File: src/rtl/sign_mag_converter.sv
// Sequential two's-complement to sign-magnitude converter, CHUNK bits per cycle, LSB chunk first.
// Optional overflow flag port ovf is enabled by defining SIGN_MAG_OVF_EN.
module sign_mag_converter #(
    parameter int WIDTH = 32,
    parameter int CHUNK = 8
) (
    input  logic             clk,
    input  logic             rst_n,
    input  logic             in_valid,
    output logic             in_ready,
    input  logic [WIDTH-1:0] x,
    output logic             out_valid,
    input  logic             out_ready,
    output logic             sign,
    output logic [WIDTH-1:0] mag
`ifdef SIGN_MAG_OVF_EN
    ,
    output logic             ovf
`endif
);

    localparam int NCHUNK = WIDTH / CHUNK;
    localparam int CW     = (NCHUNK > 1) ? $clog2(NCHUNK) : 1;
    localparam logic [CW-1:0] LAST = CW'(NCHUNK - 1);

    typedef enum logic [1:0] {IDLE, CONV, DONE} state_t;

    state_t           state;
    logic [CW-1:0]    cnt;
    logic             carry;
    logic [CHUNK-1:0] chunk;
    logic [CHUNK-1:0] res;
    logic             carry_nxt;
    logic [WIDTH-1:0] mag_rot;

    // mag is used as a rotating register: the low chunk is converted and
    // reinserted at the top, so after NCHUNK steps every chunk is back in place.
    always_comb begin
        chunk     = mag[CHUNK-1:0];
        res       = chunk;
        carry_nxt = carry;
        if (sign) begin
            {carry_nxt, res} = {1'b0, ~chunk} + {{CHUNK{1'b0}}, carry};
        end
        mag_rot = (mag >> CHUNK) | (WIDTH'(res) << (WIDTH - CHUNK));
    end

`ifdef SIGN_MAG_OVF_EN
    localparam logic [WIDTH-1:0] MOST_NEG = {1'b1, {(WIDTH-1){1'b0}}};
    logic ovf_pend;

    always_ff @(posedge clk or negedge rst_n) begin
        if (!rst_n) begin
            ovf_pend <= 1'b0;
            ovf      <= 1'b0;
        end else begin
            case (state)
                IDLE: if (in_valid) ovf_pend <= (x == MOST_NEG);
                CONV: if (cnt == LAST) ovf <= ovf_pend;
                DONE: if (out_ready) ovf <= 1'b0;
                default: ovf <= 1'b0;
            endcase
        end
    end
`endif

    always_ff @(posedge clk or negedge rst_n) begin
        if (!rst_n) begin
            state     <= IDLE;
            in_ready  <= 1'b1;
            out_valid <= 1'b0;
            sign      <= 1'b0;
            mag       <= '0;
            cnt       <= '0;
            carry     <= 1'b0;
        end else begin
            case (state)
                IDLE: begin
                    if (in_valid) begin
                        mag      <= x;
                        sign     <= x[WIDTH-1];
                        cnt      <= '0;
                        carry    <= 1'b1;
                        in_ready <= 1'b0;
                        state    <= CONV;
                    end
                end
                CONV: begin
                    mag   <= mag_rot;
                    carry <= carry_nxt;
                    cnt   <= cnt + 1'b1;
                    if (cnt == LAST) begin
                        out_valid <= 1'b1;
                        state     <= DONE;
                    end
                end
                DONE: begin
                    // Retiring edge returns to IDLE only; acceptance waits one more edge.
                    if (out_ready) begin
                        out_valid <= 1'b0;
                        in_ready  <= 1'b1;
                        state     <= IDLE;
                    end
                end
                default: begin
                    state     <= IDLE;
                    in_ready  <= 1'b1;
                    out_valid <= 1'b0;
                end
            endcase
        end
    end

endmodule

File: config.mk
export PLATFORM = sky130hd
export DESIGN_NAME = sign_mag_converter
export DESIGN_NICKNAME = d
export VERILOG_FILES = /design/src/rtl/sign_mag_converter.sv
export SDC_FILE = /design/constraint.sdc
export NUM_CORES = 1
export LEC_CHECK = 0
export CAP_MARGIN = 20
export CORE_UTILIZATION = 30
export CTS_CLUSTER_SIZE = 28
export DETAILED_ROUTE_END_ITERATION = 10
export GPL_TIMING_DRIVEN = 0
export SYNTH_ARGS = -nofsm -noshare
export SYNTH_HDL_FRONTEND = slang
export SYNTH_SLANG_ARGS = --single-unit
File: constraint.sdc
create_clock -name clk -period 3.6 [get_ports clk]
set_input_delay 0.54 -clock clk [delete_from_list [all_inputs] [get_ports clk]]
set_output_delay 0.54 -clock clk [all_outputs]
set_load 0.01 [all_outputs]
==> results of run 1 <==
## state kept, by name (all words and copies together) (netlist names)
register	flops
carry	1
cnt	2
in_ready	1
mag	32
out_valid	1
sign	1
state	2
## cell families (layout without fill, tap and decap cells)
| logic type | count (synthesis) | after routing |
|---|---|---|
| AO/OA/AOI/OAI | 57 | 57 |
| XOR/XNOR | 5 | 5 |
| adder cells (fa/ha/maj) | 3 | 3 |
| buffers and inverters | 17 | 96 |
| flip-flops | 40 | 40 |
| multiplexers | 26 | 26 |
| AND/OR/NAND/NOR | 62 | 62 |
## final timing paths
check / to / slack [ps] / cells after the start
max in group asynchronous: mag[24] / 2910 / 2
hold / removal: state[1] / 200 / 1
setup reg to reg: mag[30] / 1850 / 6
min in group clk: cnt[0] / 500 / 1
setup / recovery: mag[4] / 1620 / 1
hold reg to reg: cnt[0] / 500 / 1
## cell usage in the layout, fill, tap and decap left out, drive strengths merged, types with 2 or more instances in the layout
cell / n
o21bai: 2
a21oi: 13
nand2b: 6
buf: 9
or4b: 2
clkdlybuf4s50: 69
nand3b: 4
mux2i: 25
ha: 3
inv: 3
nor2: 6
nor3: 3
dfrtp: 39
xnor2: 2
clkbuf: 13
clkinv: 2
xor2: 3
nor2b: 2
o21ai: 33
a211oi: 2
nand2: 35
## through the flow
stage / utilization (%) / power (mW) / setup WS (ps)
floorplan: - / 1.77 / 1940
global placement: 44.2 / 2.44 / 912
detailed placement: 44.5 / 2.46 / 1320
CTS: 45.9 / 2.78 / 1610
global route: 45.9 / 3.00 / 1540
finish: 45.9 / 2.75 / 1620
## metal layers
layer | GRT usage [%] | vias up | wire [um]
li1 | - | 887 | -
met1 | 22.1 | 877 | 2730
met2 | 27.8 | 53 | 2490
met3 | 3.11 | 8 | 288
met4 | 5.55 | 0 | 72
met5 | 0 | - | 0
## final cells by class
class | count | area (um2)
Clock buffer | 6 | 82.6
Buffer | 14 | 77.6
Inverter | 3 | 11.3
Multi-Input combinational cell | 153 | 980
Clock inverter | 2 | 10.0
Tap cell | 77 | 96.3
Timing Repair Buffer | 71 | 723
Sequential cell | 40 | 1000
Fill cell | 645 | 3510
## report_power, final
| part | switching (mW) | internal [mW] | total, mW | leakage, nW |
|---|---|---|---|---|
| clock network | 0.157 | 0.153 | 0.310 | 0.0510 |
| registers | 0.226 | 0.681 | 0.907 | 0.486 |
| logic | 0.772 | 0.765 | 1.54 | 0.670 |
| total | 1.15 | 1.60 | 2.75 | 1.21 |
==> metrics.log, run 1 <==
[metrics] aggregate global routing overflow: 0
[metrics] unrepaired setup endpoints after global routing: false
[metrics] predominant post-synthesis flop cell: sky130_fd_sc_hd__dfrtp_1
[metrics] die outline height: 85.1 um
[metrics] clock sink total: 40
[metrics] DR WL/cell: 15.3 um
[metrics] level count of the clock H-tree: 2
[metrics] post-route cell area: 2980 um2
[metrics] std cell rows: 29
[metrics] startpoint type of the worst setup path: flop
[metrics] Post-Synth Simple-Gate Area: 14.5%
[metrics] number of failing setup endpoints in the final timing report: 0
[metrics] worst hold margin: 204 ps
[metrics] Layout area overhead: 44.0%
[metrics] most frequent cells after synthesis: sky130_fd_sc_hd__dfrtp_1, sky130_fd_sc_hd__nand2_1, sky130_fd_sc_hd__o21ai_1, sky130_fd_sc_hd__mux2i_1, sky130_fd_sc_hd__a21oi_1
[metrics] clock tree from TritonCTS: done
[metrics] Max-Slew Margin vs Limit: 59.3%
[metrics] initial standard-cell utilization of the core: 31.9%
[metrics] count of antenna-violating nets left after detailed routing: 0
[metrics] mux cell area share after synthesis: 12.6%
[metrics] number of buffer and inverter instances along the worst setup path: 1
[metrics] hold violation count in the final report: 0
[metrics] maximum clock frequency: 0.504 GHz
[metrics] largest net degree at the start of global routing: 22
[metrics] wire length of the first global-routing pass: 9.36 mm
[metrics] CTS clk-pin slew, worst paths: 80 ps
[metrics] post-placement cell area: 2890 um2
[metrics] total via count after detailed routing: 1825
[metrics] number of library cell types mapped by synthesis: 39
[metrics] count of routing violations after the opening detailed-route iteration: 95
[metrics] TritonCTS Buffers: 5
[metrics] Tmin final: 1980 ps
[metrics] ratio of final minimum period to clock period: 55.1%
[metrics] Detailed Routing Iterations Pass 1: 4
[metrics] slowest cell delay on critical path: 600 ps
[metrics] number of port buffers: 70
[metrics] library cell with the highest instance count after synthesis: sky130_fd_sc_hd__dfrtp_1
[metrics] sequential fraction of the synthesis area: 48.4%
[metrics] diode count: 0
[metrics] Syn Std Cell Area: 2070 um2
[metrics] data arrival time of the critical path: 1440 ps
[metrics] worst-path cell with the longest stage delay: sky130_fd_sc_hd__clkdlybuf4s50_1
[metrics] # nets final: 327
[metrics] DRC viols: 0
[metrics] result of the run: complete, no violations
[metrics] CP Class: reg2out
[metrics] antenna violations before repair: 0
[metrics] non-filler cells in the finished layout: 366
[metrics] Required @ worst endpoint: 3060 ps
[metrics] synth warn: 0
[metrics] Tightest Hold Check Type: in2async
[metrics] number of setup buffers added after CTS: 0
[metrics] CORE AREA: 6490 um2
[metrics] Gate Count Post-Synth: 210
[metrics] DIE WIDTH: 85.1 um
[metrics] clock insertion delay at the later pin of the skew report: 290 ps
[metrics] power density over cell area: 923 nW/um2
[metrics] Leakage Power: 1.21 nW
[metrics] accumulated negative setup slack: 0 ps
[metrics] die area: 7240 um2
[metrics] share of async-settable or async-resettable flops after synthesis: 100%
[metrics] aggregate routed wire length: 5.59 mm
[metrics] Resize count post-CTS: 0
[metrics] number of max-slew violations in the final report: 0
[metrics] global placement routability congestion: 0.789
[metrics] Maximum Capacitance Violations: 0
[metrics] I/O Pins: 71
[metrics] number of flip-flops and latches in the synthesized netlist: 40
[metrics] dominant combinational cell family by area after synthesis: compound AO/OA/AOI/OAI gates
[metrics] fraction of final layout cells with drive strength greater than 1: 7.27%
[metrics] root buffer cell: sky130_fd_sc_hd__clkbuf_8
[metrics] Max rail drop VDD: 0.000344 V
[metrics] cell type contributing the most total cell area after synthesis: sky130_fd_sc_hd__dfrtp_1
[metrics] maximum buffer depth of the clock tree: 2
[metrics] mean instance size in the synthesized netlist: 9.86 um2
[metrics] Vias per Instance: 4.99
[metrics] transition time of the tightest slew-check pin: 610 ps
[metrics] crit path cell chain: clkdlybuf4s50_1
[metrics] CP Launch Point: mag[4]
[metrics] Synth Net Count: 249
[metrics] critical-path maximum fanout: 7
[metrics] CTS Hold Bufs: 0
[metrics] number of flops mapped to enable cells by yosys: 0
[metrics] top cell type's share of synthesized area: 47.1%
[metrics] worst-case clock skew: 11.3 ps
[metrics] Top delay family on crit path: buffers and inverters
[metrics] via count of the first global-routing pass: 1914
[metrics] combined global-route utilization of all metal layers: 16.7%
[metrics] xor-xnor portion of the synthesized cell area: 2.11%
[metrics] Area contributors post-synth: sky130_fd_sc_hd__dfrtp_1, sky130_fd_sc_hd__mux2i_1, sky130_fd_sc_hd__o21ai_1, sky130_fd_sc_hd__nand2_1, sky130_fd_sc_hd__a21oi_1
[metrics] # placed instances: 358
[metrics] half-perimeter wire length after placement: 4.04 mm
[metrics] share of synthesized cell area in full adder, half adder and majority cells: 1.81%
[metrics] area fraction in compound gates after synthesis: 16.3%
[metrics] worst reg2reg startpoint: mag[0]
[metrics] nature of the critical path endpoint: output port
Power figures use the tool's default switching activity.
==> run 2: changes to the inputs <==
==> constraint.sdc (replaced) <==
create_clock -name clk -period 2.06 [get_ports clk]
set_input_delay 0.309 -clock clk [delete_from_list [all_inputs] [get_ports clk]]
set_output_delay 0.309 -clock clk [all_outputs]
set_load 0.01 [all_outputs]
==> metrics.log, run 2 (synthesis results as in run 1) <==
[metrics] result of the run: complete, no violations
[metrics] clock sink total: 40 (unchanged)
[metrics] commonest cells after routing, fill and taps aside: sky130_fd_sc_hd__clkdlybuf4s50_1, sky130_fd_sc_hd__dfrtp_1, sky130_fd_sc_hd__nand2_1
[metrics] clock share of power: 11.3% (about the same)
[metrics] pre-CTS setup slack: 7.54 ps (-1310 ps)
[metrics] combined global-route utilization of all metal layers: 16.7% (unchanged)
[metrics] Maximum Capacitance Violations: 0 (unchanged)
[metrics] Tightest Hold Check Type: reg2reg
[metrics] level count of the clock H-tree: 2 (unchanged)
[metrics] hold path startpoint: cnt[0]
[metrics] startpoint type of the worst setup path: flop
[metrics] root buffer cell: sky130_fd_sc_hd__clkbuf_8
[metrics] Leakage Power: 1.21 nW (+0.35%)
[metrics] commonest non-fill, non-tap cell in the layout: sky130_fd_sc_hd__clkdlybuf4s50_1
[metrics] diode count: 0 (unchanged)
[metrics] met1 routed wirelength after detailed routing: 2.70 mm (-1.1%)
[metrics] maximum buffer depth of the clock tree: 2 (unchanged)
[metrics] CP Launch Point: mag[0]
[metrics] aggregate global routing overflow: 0 (unchanged)
[metrics] Design Power: 4.81 mW (+75%)
[metrics] setup ws final: 308 ps (-1310 ps)
[metrics] Tmin final: 1750 ps
[metrics] ratio of final minimum period to clock period: 85.1%
[metrics] count of routing violations after the opening detailed-route iteration: 96 (+1.1%)
[metrics] std cell rows: 29 (unchanged)
[metrics] worst-path cell with the longest stage delay: sky130_fd_sc_hd__or4b_4
[metrics] transition time of the tightest slew-check pin: 611 ps (+1.39 ps)
[metrics] Max-Slew Margin vs Limit: 59.2% (-0.093 points)
[metrics] slowest cell delay on critical path: 510 ps (-90 ps)
[metrics] antenna violations before repair: 0 (unchanged)
[metrics] initial standard-cell utilization of the core: 31.9% (unchanged)
[metrics] total via count after detailed routing: 1830 (+0.27%)
[metrics] DIE WIDTH: 85.1 um (unchanged)
[metrics] internal power: 2.80 mW (+75%)
[metrics] crit path cell chain: inv_2 -> ha_1 -> or4b_4 -> o31ai_4 -> xor2_1 -> o21ai_1
[metrics] switching power total: 2.02 mW (+75%)
[metrics] data arrival time of the critical path: 1910 ps (+470 ps)
[metrics] critical-path maximum fanout: 4 (-3)
[metrics] worst reg2reg startpoint: mag[0]
[metrics] accumulated negative setup slack: 0 ps (unchanged)
[metrics] Resize count post-CTS: 0 (unchanged)
[metrics] Detailed Routing Iterations Pass 1: 4 (unchanged)
[metrics] DR WL/cell: 15.2 um (-0.24%)
[metrics] half-perimeter wire length after placement: 4.04 mm (unchanged)
[metrics] Max rail drop VDD: 0.000600 V (+75%)
[metrics] nature of the critical path endpoint: flop
[metrics] Seq pwr share: 32.9% (about the same)
[metrics] die area: 7240 um2 (unchanged)
[metrics] fraction of final layout cells with drive strength greater than 1: 7.24% (-0.025 points)
[metrics] Vias per Instance: 4.99 (about the same)
[metrics] clock tree from TritonCTS: done
[metrics] clock insertion delay at the later pin of the skew report: 300 ps (about the same)
[metrics] top flop regs: mag (32), cnt (2), state (2)
[metrics] max reg flops: 32 (unchanged)
[metrics] CTS clk-pin slew, worst paths: 80 ps (about the same)
[metrics] CP Class: reg2reg
[metrics] number of inserted filler cells in the final layout: 647 (+0.31%)
[metrics] Met2 Routed Length: 2.50 mm (+0.28%)
[metrics] worst-case clock skew: 10.8 ps (-0.556 ps)
[metrics] area used by multi-input combinational logic: 980 um2 (unchanged)
[metrics] power density over cell area: 1610 nW/um2 (+74%)
[metrics] die outline height: 85.1 um (unchanged)
[metrics] largest net degree at the start of global routing: 22 (unchanged)
[metrics] TritonCTS Buffers: 5 (unchanged)
[metrics] Required @ worst endpoint: 2220 ps (-840 ps)
[metrics] Top delay family on crit path: simple AND/OR/NAND/NOR gates
[metrics] hold violation count in the final report: 0 (unchanged)
[metrics] DRC viols: 0 (unchanged)
[metrics] maximum clock frequency: 0.571 GHz
[metrics] number of buffer and inverter instances along the worst setup path: 1 (unchanged)
[metrics] I/O Pins: 71 (unchanged)
[metrics] # nets final: 328 (+0.31%)
[metrics] aggregate routed wire length: 5.59 mm (about the same)
[metrics] number of port buffers: 70 (unchanged)
[metrics] net switching share of the total power: 41.9% (about the same)
[metrics] Layout area overhead: 44.5%
[metrics] number of max-slew violations in the final report: 0 (unchanged)
[metrics] footprint of the flip-flops and latches: 1000 um2 (unchanged)
[metrics] via count of the first global-routing pass: 1914 (unchanged)
[metrics] highest routed metal layer: met4
[metrics] CORE AREA: 6490 um2 (unchanged)
[metrics] Met3 Wirelength: 314 um (+9.0%)
[metrics] post-route core utilization: 46.1% (+0.15 points)
[metrics] global placement routability congestion: 0.789 (unchanged)
[metrics] unrepaired setup endpoints after global routing: false
[metrics] wire length of the first global-routing pass: 9.36 mm (unchanged)
[metrics] Biggest register: mag
[metrics] part of the power in combinational logic: 55.8% (about the same)
[metrics] count of antenna-violating nets left after detailed routing: 0 (unchanged)
[metrics] number of failing setup endpoints in the final timing report: 0 (unchanged)
run 2: layout make-up:
type	instances	share of cell area [%]
sequential	40	33.5
multi-input combinational	153	32.7
clock inverter	2	0.334
timing repair buffer	72	24.5
inverter	3	0.376
buffer	14	2.59
tap	77	3.22
clock buffer	6	2.76
run 2: power by group through the flow:
stage	Clock, mW	Combinational, mW	Sequential, mW
floorplan	0	1.43	1.66
global placement	0	2.68	1.59
detailed placement	0	2.70	1.59
CTS	0.559	2.72	1.58
global route	0.590	3.00	1.65
finish	0.545	2.68	1.58
run 2: per-layer routing:
metal,global-route usage (%),vias up
met3,3.02,8
met1,22.1,877
met2,27.8,55
met4,5.55,0
li1,-,890
met5,0,-
run 2: worst paths after layout:
kind                       endpoint  slack, ps  cells after the start
max in group asynchronous   mag[24]       1060                      3
max reg2reg                 mag[30]        310                      6
min in group asynchronous  state[1]        520                      2
min                          cnt[0]        500                      1
max                         mag[30]        310                      6
min reg2reg                  cnt[0]        500                      1
run 2: repair_timing:
action	4_1_cts	5_1_grt
hold endpoints to repair	4	0
hold buffers	1	0
setup buffers	0	0
run 2: through the flow:
step	cells	area (um2)	hold slack (ps)
6_report	367	2990	498
5_1_grt	367	2990	531
2_1_floorplan	210	2070	13.4
4_1_cts	367	2990	499
3_5_place_dp	358	2890	312
3_3_place_gp	357	2870	470
==> run 3: changes to the inputs <==
--- a/config.mk
+++ b/config.mk
@@ -5,11 +5,13 @@
 export SDC_FILE = /design/constraint.sdc
 export NUM_CORES = 1
 export LEC_CHECK = 0
+export ABC_AREA = 0
 export CAP_MARGIN = 20
 export CORE_UTILIZATION = 30
 export CTS_CLUSTER_SIZE = 28
 export DETAILED_ROUTE_END_ITERATION = 10
 export GPL_TIMING_DRIVEN = 0
+export HOLD_SLACK_MARGIN = 0.06
 export SYNTH_ARGS = -nofsm -noshare
 export SYNTH_HDL_FRONTEND = slang
 export SYNTH_SLANG_ARGS = --single-unit
==> results of run 3 <==
Same layout as run 2: the final DEF is identical, and so are final timing and power.
